<file path="src/rtl/cpu_axi_pkg.sv">
// Shared constants for the CPU sram-like to AXI3 bridge: FSM encoding, default
// read IDs, fixed AXI field values and the latched request record.
package cpu_axi_pkg;

   localparam logic [2:0] ST_IDLE = 3'd0;
   localparam logic [2:0] ST_AR   = 3'd1;
   localparam logic [2:0] ST_R    = 3'd2;
   localparam logic [2:0] ST_AW_W = 3'd3;
   localparam logic [2:0] ST_B    = 3'd4;

   localparam logic [3:0] DEF_INST_ARID = 4'd0;
   localparam logic [3:0] DEF_DATA_ARID = 4'd1;

   localparam logic [3:0] AXI_AWID       = 4'd1;
   localparam logic [3:0] AXI_WID        = 4'd1;
   localparam logic [7:0] AXI_LEN        = 8'd0;
   localparam logic [1:0] AXI_BURST_INCR = 2'b01;
   localparam logic [1:0] AXI_LOCK       = 2'b00;
   localparam logic [3:0] AXI_CACHE      = 4'd0;
   localparam logic [2:0] AXI_PROT       = 3'd0;

   typedef struct packed {
      logic        src_data;
      logic [1:0]  size;
      logic [3:0]  wstrb;
      logic [31:0] addr;
      logic [31:0] wdata;
   } req_t;

   // sram-like size 0/1/2 maps directly onto AXI 1/2/4 byte transfer sizes
   function automatic logic [2:0] axi_size(input logic [1:0] sz);
      return {1'b0, sz};
   endfunction

endpackage

</file>
<file path="src/rtl/cpu_axi_bridge.sv">
// Single-outstanding bridge from two sram-like CPU ports (inst, data) to one
// AXI3 master; the data port wins arbitration.
module cpu_axi_bridge
   import cpu_axi_pkg::*;
#(
   parameter logic [3:0] INST_ARID = DEF_INST_ARID,
   parameter logic [3:0] DATA_ARID = DEF_DATA_ARID
) (
   input  logic        clk,
   input  logic        reset,

   input  logic        inst_sram_req,
   input  logic        inst_sram_wr,
   input  logic [1:0]  inst_sram_size,
   input  logic [3:0]  inst_sram_wstrb,
   input  logic [31:0] inst_sram_addr,
   input  logic [31:0] inst_sram_wdata,
   output logic        inst_sram_addr_ok,
   output logic        inst_sram_data_ok,
   output logic [31:0] inst_sram_rdata,

   input  logic        data_sram_req,
   input  logic        data_sram_wr,
   input  logic [1:0]  data_sram_size,
   input  logic [3:0]  data_sram_wstrb,
   input  logic [31:0] data_sram_addr,
   input  logic [31:0] data_sram_wdata,
   output logic        data_sram_addr_ok,
   output logic        data_sram_data_ok,
   output logic [31:0] data_sram_rdata,

   output logic [3:0]  arid,
   output logic [31:0] araddr,
   output logic [7:0]  arlen,
   output logic [2:0]  arsize,
   output logic [1:0]  arburst,
   output logic [1:0]  arlock,
   output logic [3:0]  arcache,
   output logic [2:0]  arprot,
   output logic        arvalid,
   input  logic        arready,

   input  logic [3:0]  rid,
   input  logic [31:0] rdata,
   input  logic [1:0]  rresp,
   input  logic        rlast,
   input  logic        rvalid,
   output logic        rready,

   output logic [3:0]  awid,
   output logic [31:0] awaddr,
   output logic [7:0]  awlen,
   output logic [2:0]  awsize,
   output logic [1:0]  awburst,
   output logic [1:0]  awlock,
   output logic [3:0]  awcache,
   output logic [2:0]  awprot,
   output logic        awvalid,
   input  logic        awready,

   output logic [3:0]  wid,
   output logic [31:0] wdata,
   output logic [3:0]  wstrb,
   output logic        wlast,
   output logic        wvalid,
   input  logic        wready,

   input  logic [3:0]  bid,
   input  logic [1:0]  bresp,
   input  logic        bvalid,
   output logic        bready
);

   logic [2:0] state_q, state_d;
   req_t       req_q, req_d;
   logic       aw_done_q, aw_done_d;
   logic       w_done_q, w_done_d;
   logic       in_idle, accept_data, accept_inst;
   logic       ar_hs, r_done, aw_hs, w_hs, b_hs;

   // Only one transaction is ever in flight, so response IDs carry no information.
   logic unused_inputs;
   assign unused_inputs = ^{inst_sram_wr, rid, rresp, bid, bresp};

   assign in_idle     = (state_q == ST_IDLE) && !reset;
   assign accept_data = in_idle && data_sram_req;
   assign accept_inst = in_idle && !data_sram_req && inst_sram_req;

   assign data_sram_addr_ok = accept_data;
   assign inst_sram_addr_ok = accept_inst;

   assign arvalid = !reset && (state_q == ST_AR);
   assign rready  = !reset && (state_q == ST_R);
   assign awvalid = !reset && (state_q == ST_AW_W) && !aw_done_q;
   assign wvalid  = !reset && (state_q == ST_AW_W) && !w_done_q;
   assign bready  = !reset && (state_q == ST_B);

   assign ar_hs  = arvalid && arready;
   assign r_done = rvalid && rready && rlast;
   assign aw_hs  = awvalid && awready;
   assign w_hs   = wvalid && wready;
   assign b_hs   = bvalid && bready;

   assign inst_sram_data_ok = r_done && !req_q.src_data;
   assign data_sram_data_ok = (r_done && req_q.src_data) || b_hs;
   assign inst_sram_rdata   = inst_sram_data_ok ? rdata : 32'd0;
   assign data_sram_rdata   = (r_done && req_q.src_data) ? rdata : 32'd0;

   assign arid    = req_q.src_data ? DATA_ARID : INST_ARID;
   assign araddr  = req_q.addr;
   assign arlen   = AXI_LEN;
   assign arsize  = axi_size(req_q.size);
   assign arburst = AXI_BURST_INCR;
   assign arlock  = AXI_LOCK;
   assign arcache = AXI_CACHE;
   assign arprot  = AXI_PROT;

   assign awid    = AXI_AWID;
   assign awaddr  = req_q.addr;
   assign awlen   = AXI_LEN;
   assign awsize  = axi_size(req_q.size);
   assign awburst = AXI_BURST_INCR;
   assign awlock  = AXI_LOCK;
   assign awcache = AXI_CACHE;
   assign awprot  = AXI_PROT;

   assign wid   = AXI_WID;
   assign wdata = req_q.wdata;
   assign wstrb = req_q.wstrb;
   assign wlast = 1'b1;

   always_comb begin
      state_d   = state_q;
      req_d     = req_q;
      aw_done_d = aw_done_q;
      w_done_d  = w_done_q;
      case (state_q)
         ST_IDLE: begin
            aw_done_d = 1'b0;
            w_done_d  = 1'b0;
            if (accept_data) begin
               req_d.src_data = 1'b1;
               req_d.size     = data_sram_size;
               req_d.wstrb    = data_sram_wstrb;
               req_d.addr     = data_sram_addr;
               req_d.wdata    = data_sram_wdata;
               state_d        = data_sram_wr ? ST_AW_W : ST_AR;
            end else if (accept_inst) begin
               req_d.src_data = 1'b0;
               req_d.size     = inst_sram_size;
               req_d.wstrb    = inst_sram_wstrb;
               req_d.addr     = inst_sram_addr;
               req_d.wdata    = inst_sram_wdata;
               state_d        = ST_AR;
            end
         end
         ST_AR: if (ar_hs) state_d = ST_R;
         ST_R:  if (r_done) state_d = ST_IDLE;
         ST_AW_W: begin
            // AW and W complete independently; either may finish first or both together.
            aw_done_d = aw_done_q || aw_hs;
            w_done_d  = w_done_q || w_hs;
            if (aw_done_d && w_done_d) state_d = ST_B;
         end
         ST_B:  if (b_hs) state_d = ST_IDLE;
         default: state_d = ST_IDLE;
      endcase
   end

   always_ff @(posedge clk) begin
      if (reset) begin
         state_q   <= ST_IDLE;
         aw_done_q <= 1'b0;
         w_done_q  <= 1'b0;
      end else begin
         state_q   <= state_d;
         aw_done_q <= aw_done_d;
         w_done_q  <= w_done_d;
      end
   end

   always_ff @(posedge clk) begin
      req_q <= req_d;
   end

endmodule

</file>
<file path="config.mk">
export PLATFORM = sky130hd
export DESIGN_NAME = cpu_axi_bridge
export DESIGN_NICKNAME = d
export VERILOG_FILES = /design/src/rtl/cpu_axi_pkg.sv /design/src/rtl/cpu_axi_bridge.sv
export SDC_FILE = /design/constraint.sdc
export NUM_CORES = 1
export LEC_CHECK = 0
export CORE_AREA = 2 2 164 166
export CTS_CLUSTER_SIZE = 25
export DETAILED_ROUTE_END_ITERATION = 6
export DIE_AREA = 0 0 166 168
export PLACE_DENSITY = 0.59
export SYNTH_ARGS = -nofsm -noshare
export SYNTH_HDL_FRONTEND = slang
export SYNTH_SLANG_ARGS = --single-unit
</file>
<file path="constraint.sdc">
create_clock -name clk -period 3.8 [get_ports clk]
set_clock_uncertainty 0.1 [all_clocks]
set_input_delay 0.38 -clock clk [delete_from_list [all_inputs] [get_ports clk]]
set_output_delay 0.38 -clock clk [all_outputs]
set_load 0.02 [all_outputs]
</file>
=== After elaboration in Yosys (flattened, before gate mapping) ===
Cells that the tools add are included.

* Register bits: 76
* Input port bits: 196
* Word-level logic and storage cells: 64

* Equal/unequal tests: 9
* Muxes and demuxes: 15
* Reductions and logical operators: 32

{| class="wikitable"
|+ Operator list
! kind !! count
|-
| $mux W71 || 1
|-
| $mux W70 || 1
|-
| $mux W32 || 2
|-
| $logic_and A1 B1 Y1 || 19
|-
| $mux W3 || 6
|-
| $pmux W3 S5 || 1
|-
| $eq A3 B2 Y1 const B || 2
|-
| $ne A2 B2 Y1 const B || 3
|-
| $logic_not A1 Y1 || 5
|-
| $reduce_and A5 Y1 || 1
|-
| $pmux W1 S2 || 2
|-
| $reduce_bool A2 Y1 || 2
|-
| $eq A3 B1 Y1 const B || 1
|-
| $eq A3 B3 Y1 const B || 1
|-
| $logic_not A3 Y1 || 1
|-
| $logic_or A1 B1 Y1 || 3
|-
| $ne A3 B3 Y1 const B || 1
|-
| $mux W2 || 1
|-
| $ne A2 B1 Y1 const B || 1
|-
| $reduce_and A2 Y1 || 1
|-
| $mux W1 || 1
|}

=== Logic depth before layout (Yosys ltp) ===
* Depth after elaboration: 8
* Mapped depth: 6
* Gate-level depth less buffers: 5

=== Least setup slack after synthesis ===
Ideal clock, no wire load.

* Path type: flip-flop to flip-flop
* Start point: register state_q[1]
* End point: register req_q, in the netlist araddr[0], enable pin
* Library setup time: 0.407 ns
* Arrival: 2.089 ns
* Path slack: 1.204 ns
* Cell stages (with the launch flop): 4
* Clock period less this slack: 2.596 ns
* Cell sequence: dfxtp_1 > buf_6 > or4_4 > nor2_4

* Longest elaborated chain between the ends: 6
* Elaborated cells between the ends (all ways): 7
* Those cells by class: reduce/logical (7)

{| class="wikitable"
|+ RTL lines
! element !! RTL line !! text
|-
| start, declared || cpu_axi_bridge.sv:74 || <nowiki>logic [2:0] state_q, state_d;</nowiki>
|-
| start signal, assigned || cpu_axi_bridge.sv:176 || <nowiki>state_q <= state_d;</nowiki>
|-
| $logic_not A3 Y1 * || cpu_axi_bridge.sv:85, cpu_axi_bridge.sv:137 ||
|-
| $logic_and A1 B1 Y1 || cpu_axi_bridge.sv:85 || <nowiki>assign in_idle = (state_q == ST_IDLE) && !reset;</nowiki>
|-
| $logic_and A1 B1 Y1 (2 in a row) || cpu_axi_bridge.sv:87 || <nowiki>assign accept_inst = in_idle && !data_sram_req && inst_sram_req;</nowiki>
|-
| $reduce_bool A2 Y1 (no line) || - ||
|-
| $reduce_and A2 Y1 (no line) * || - ||
|-
| end signal, assigned || cpu_axi_bridge.sv:183 || <nowiki>req_q <= req_d;</nowiki>
|-
| end, declared || cpu_axi_bridge.sv:75 || <nowiki>req_t req_q, req_d;</nowiki>
|}

Mark *: on every way between the ends. The rest lies on a longest branch, timed or not.
A chain may end at the register's enable or synchronous reset.

=== Worst setup path after layout ===
* Start point: register state_q[1]
* End point: output port data_sram_rdata[15]

* Longest elaborated chain between the ends: 6

{| class="wikitable"
|+ RTL lines
! element !! RTL line !! text
|-
| $eq A3 B2 Y1 || cpu_axi_bridge.sv:93 || <nowiki>assign rready = !reset && (state_q == ST_R);</nowiki>
|-
| $logic_and A1 B1 Y1 || cpu_axi_bridge.sv:93 ||
|-
| $logic_and A1 B1 Y1 (2 in a row) || cpu_axi_bridge.sv:99 || <nowiki>assign r_done = rvalid && rready && rlast;</nowiki>
|-
| $logic_and A1 B1 Y1 || cpu_axi_bridge.sv:107 || <nowiki>assign data_sram_rdata = (r_done && req_q.src_data) ? rdata : 32'd0;</nowiki>
|-
| $mux W32 || cpu_axi_bridge.sv:107 ||
|-
| end, declared || cpu_axi_bridge.sv:30 || <nowiki>output logic [31:0] data_sram_rdata,</nowiki>
|}

Every way passes these cells.

==> metrics.txt <==
most frequent cell after synthesis=nand2_1; GRT Residual Overflow=0; worst hold path class=flop to flop; max cap viols=0; post-CTS setup buffer count=0; Design Power=3696 µW; via/cell ratio=3.646; Worst Path Max Fanout=33; Final Hold Fails=0; Layout area overhead=82.68%; port buffer count=360; Critical Path RT=3.32 ns; vias in the first global route=3950; mean routed wirelength per cell=14.12 µm; clk buf depth=2; Die Wd=166 µm; R2R Setup Slk=1.56 ns; Fillers=2714; die area=27890 µm²; Arrival @ worst endpoint=2.61 ns; GPL Wtd Cong=0.7610; gr usage total=11.37%; post-layout util=31.76%; largest net degree at the start of global routing=73; hold depth=2; Tcrit/Tclk final=81.21%; layout cell share with drive strength beyond 1=4.067%; Ys Warns=0; ant diodes=0; initial DRC count=183; Critical Path Sink=data_sram_rdata[15]; Yosys reg bits=76; RSZ-0062 raised after global routing=no; status=completed; post-synthesis sequential area ratio=48.73%; CTS Buf Count=9; total core area=26350 µm²; # DRC=0; WS Path Type=flop to output pin; DP Wirelength=12.83 mm; dominant synthesized flop cell=edfxtp_1; number of synthesized flops with an enable pin=71; Post-Syn Instances=513; CP endpoint kind=output pin; Power Dens Cells=441.6 nW/µm²; Reg2Reg Capture Point=wdata[13]; area of the multi-input gates=1733 µm²; initial core utilization=17.38%; height of the die=168 µm; Mapped Avg Cell Area=8.929 µm²; CTS Hold Bufs=0; register area=2232 µm²; Mapped Area=4581 µm²; Pleak=0.003365 µW; Hold Startpoint=aw_done_q; Synth area leaders=edfxtp_1 47%, nand2_1 17%, buf_4 14%; Final Max Slew Viols=0; Synth top area share=46.54%; Worst setup SP type=flop; DR vias=4291; worst skew pair latency=0.34 ns; Pre-Repair DR Iteration Count=4; maximum VDD drop=0.1904 mV; Synth async-reset ratio=0%; number of H-tree levels=3; post-route minimum period=3.086 ns; Peak Freq=324.1 MHz; commonest cells in the netlist=213 x nand2_1, 86 x buf_4, 71 x edfxtp_1; CTS sink count=76; first-pass GRT wire length=24.32 mm; final setup TNS=0 ns; CTS root buf=clkbuf_16; synth unique cells=32; Routed WL=16.62 mm; measured slew at the worst slew-check pin=0.8262 ns; clock transition at the registers of the reported paths=0.07 ns; Reg2Reg Launch Point=state_q[0]; Max-slew headroom=44.92%; cell row count=60; I/O pins=426; worst reg2reg path depth=5; post-route antenna net violation count=0; area leader, netlist=edfxtp_1; Setup Viol. Count Final=0; # resized after CTS=0; CP startpoint=state_q[1]; CTS tree=yes; Final nets=1027; initial antenna violation count=0
[worst max-delay path, stage by stage, from the launching register on]
cell and delay, ns:
dfxtp_1 0.56, nor4b_4 0.31, nand3_2 0.19, nor2_4 0.11
buf_4 0.28, and2_1 0.20, clkdlybuf4s50_1 0.61
[metal layers]
layer  GRT usage [%]  vias up  share of wire (%)
li1                -     2137                  -
met1           14.50     1919                 43
met2           19.18      216                 49
met3           2.515       19                6.0
met4           3.629        0                1.7
met5               0        -                  0
[worst min path at each step]
stage	end
5_1_grt	aw_done_q
3_3_place_gp	w_done_q
3_5_place_dp	aw_done_q
6_report	aw_done_q
2_1_floorplan	aw_done_q
4_1_cts	aw_done_q
[state kept, by name, summed over array words and instances, names as in the netlist]
name,cells
wdata,32
wstrb,4
state_q,3
w_done_q,1
arsize,2
aw_done_q,1
araddr,32
req_q,1
[area by class of cell]
class | instances | share of cell area [%]
clock buffers | 9 | 2.691
clock inverters | 7 | 0.7028
inverters | 3 | 0.1346
multi-input cells | 374 | 20.71
flip-flops and latches | 76 | 26.67
well taps | 341 | 5.099
repair buffers | 367 | 43.99
[kinds of logic (layout without fill, tap and decap cells)]
family,count (synthesis),count (layout),share of synthesized area (%)
DFF,76,76,48.73
other,2,52,0.1640
and+or+nand+nor,303,303,30.48
buffers and inverters,113,386,17.70
AOI/OAI and AO/OA,19,19,2.923
[metrics by stage]
step | setup WS [ns] | cell area [µm²] | instances | hold WS [ns]
CTS | 0.6629 | 8368 | 1177 | 0.4181
global route | 0.4643 | 8368 | 1177 | 0.4383
detailed placement | 0.8090 | 8084 | 1161 | 0.4073
global placement | 0.8181 | 8084 | 1161 | 0.4049
floorplan | 1.204 | 4768 | 563 | 0.3804
finish | 0.7141 | 8368 | 1177 | 0.4176
[layout by cell type (no fill, tap or decap), types with 2 or more instances in the layout]
| master | count |
|---|---|
| inv_6 | 2 |
| nand2b_1 | 3 |
| clkdlybuf4s50_1 | 360 |
| nor2_1 | 4 |
| nor2_4 | 3 |
| buf_4 | 5 |
| and2_1 | 64 |
| nand2_1 | 212 |
| buf_12 | 2 |
| dfxtp_1 | 5 |
| conb_1 | 52 |
| inv_1 | 2 |
| nor2b_1 | 4 |
| clkinv_4 | 2 |
| a21oi_2 | 2 |
| nor3_1 | 3 |
| nor3b_1 | 2 |
| clkbuf_16 | 9 |
| a22oi_1 | 3 |
| o21ai_0 | 3 |
| edfxtp_1 | 71 |
| a21o_1 | 4 |
| a21oi_1 | 4 |
[power breakdown]
| part | switching (µW) | internal, µW | total, µW |
|---|---|---|---|
| registers | 103 | 1180 | 1280 |
| logic | 855 | 713 | 1570 |
| clock network | 393 | 454 | 846 |
Note: power is estimated with default switching activity, not from simulation.
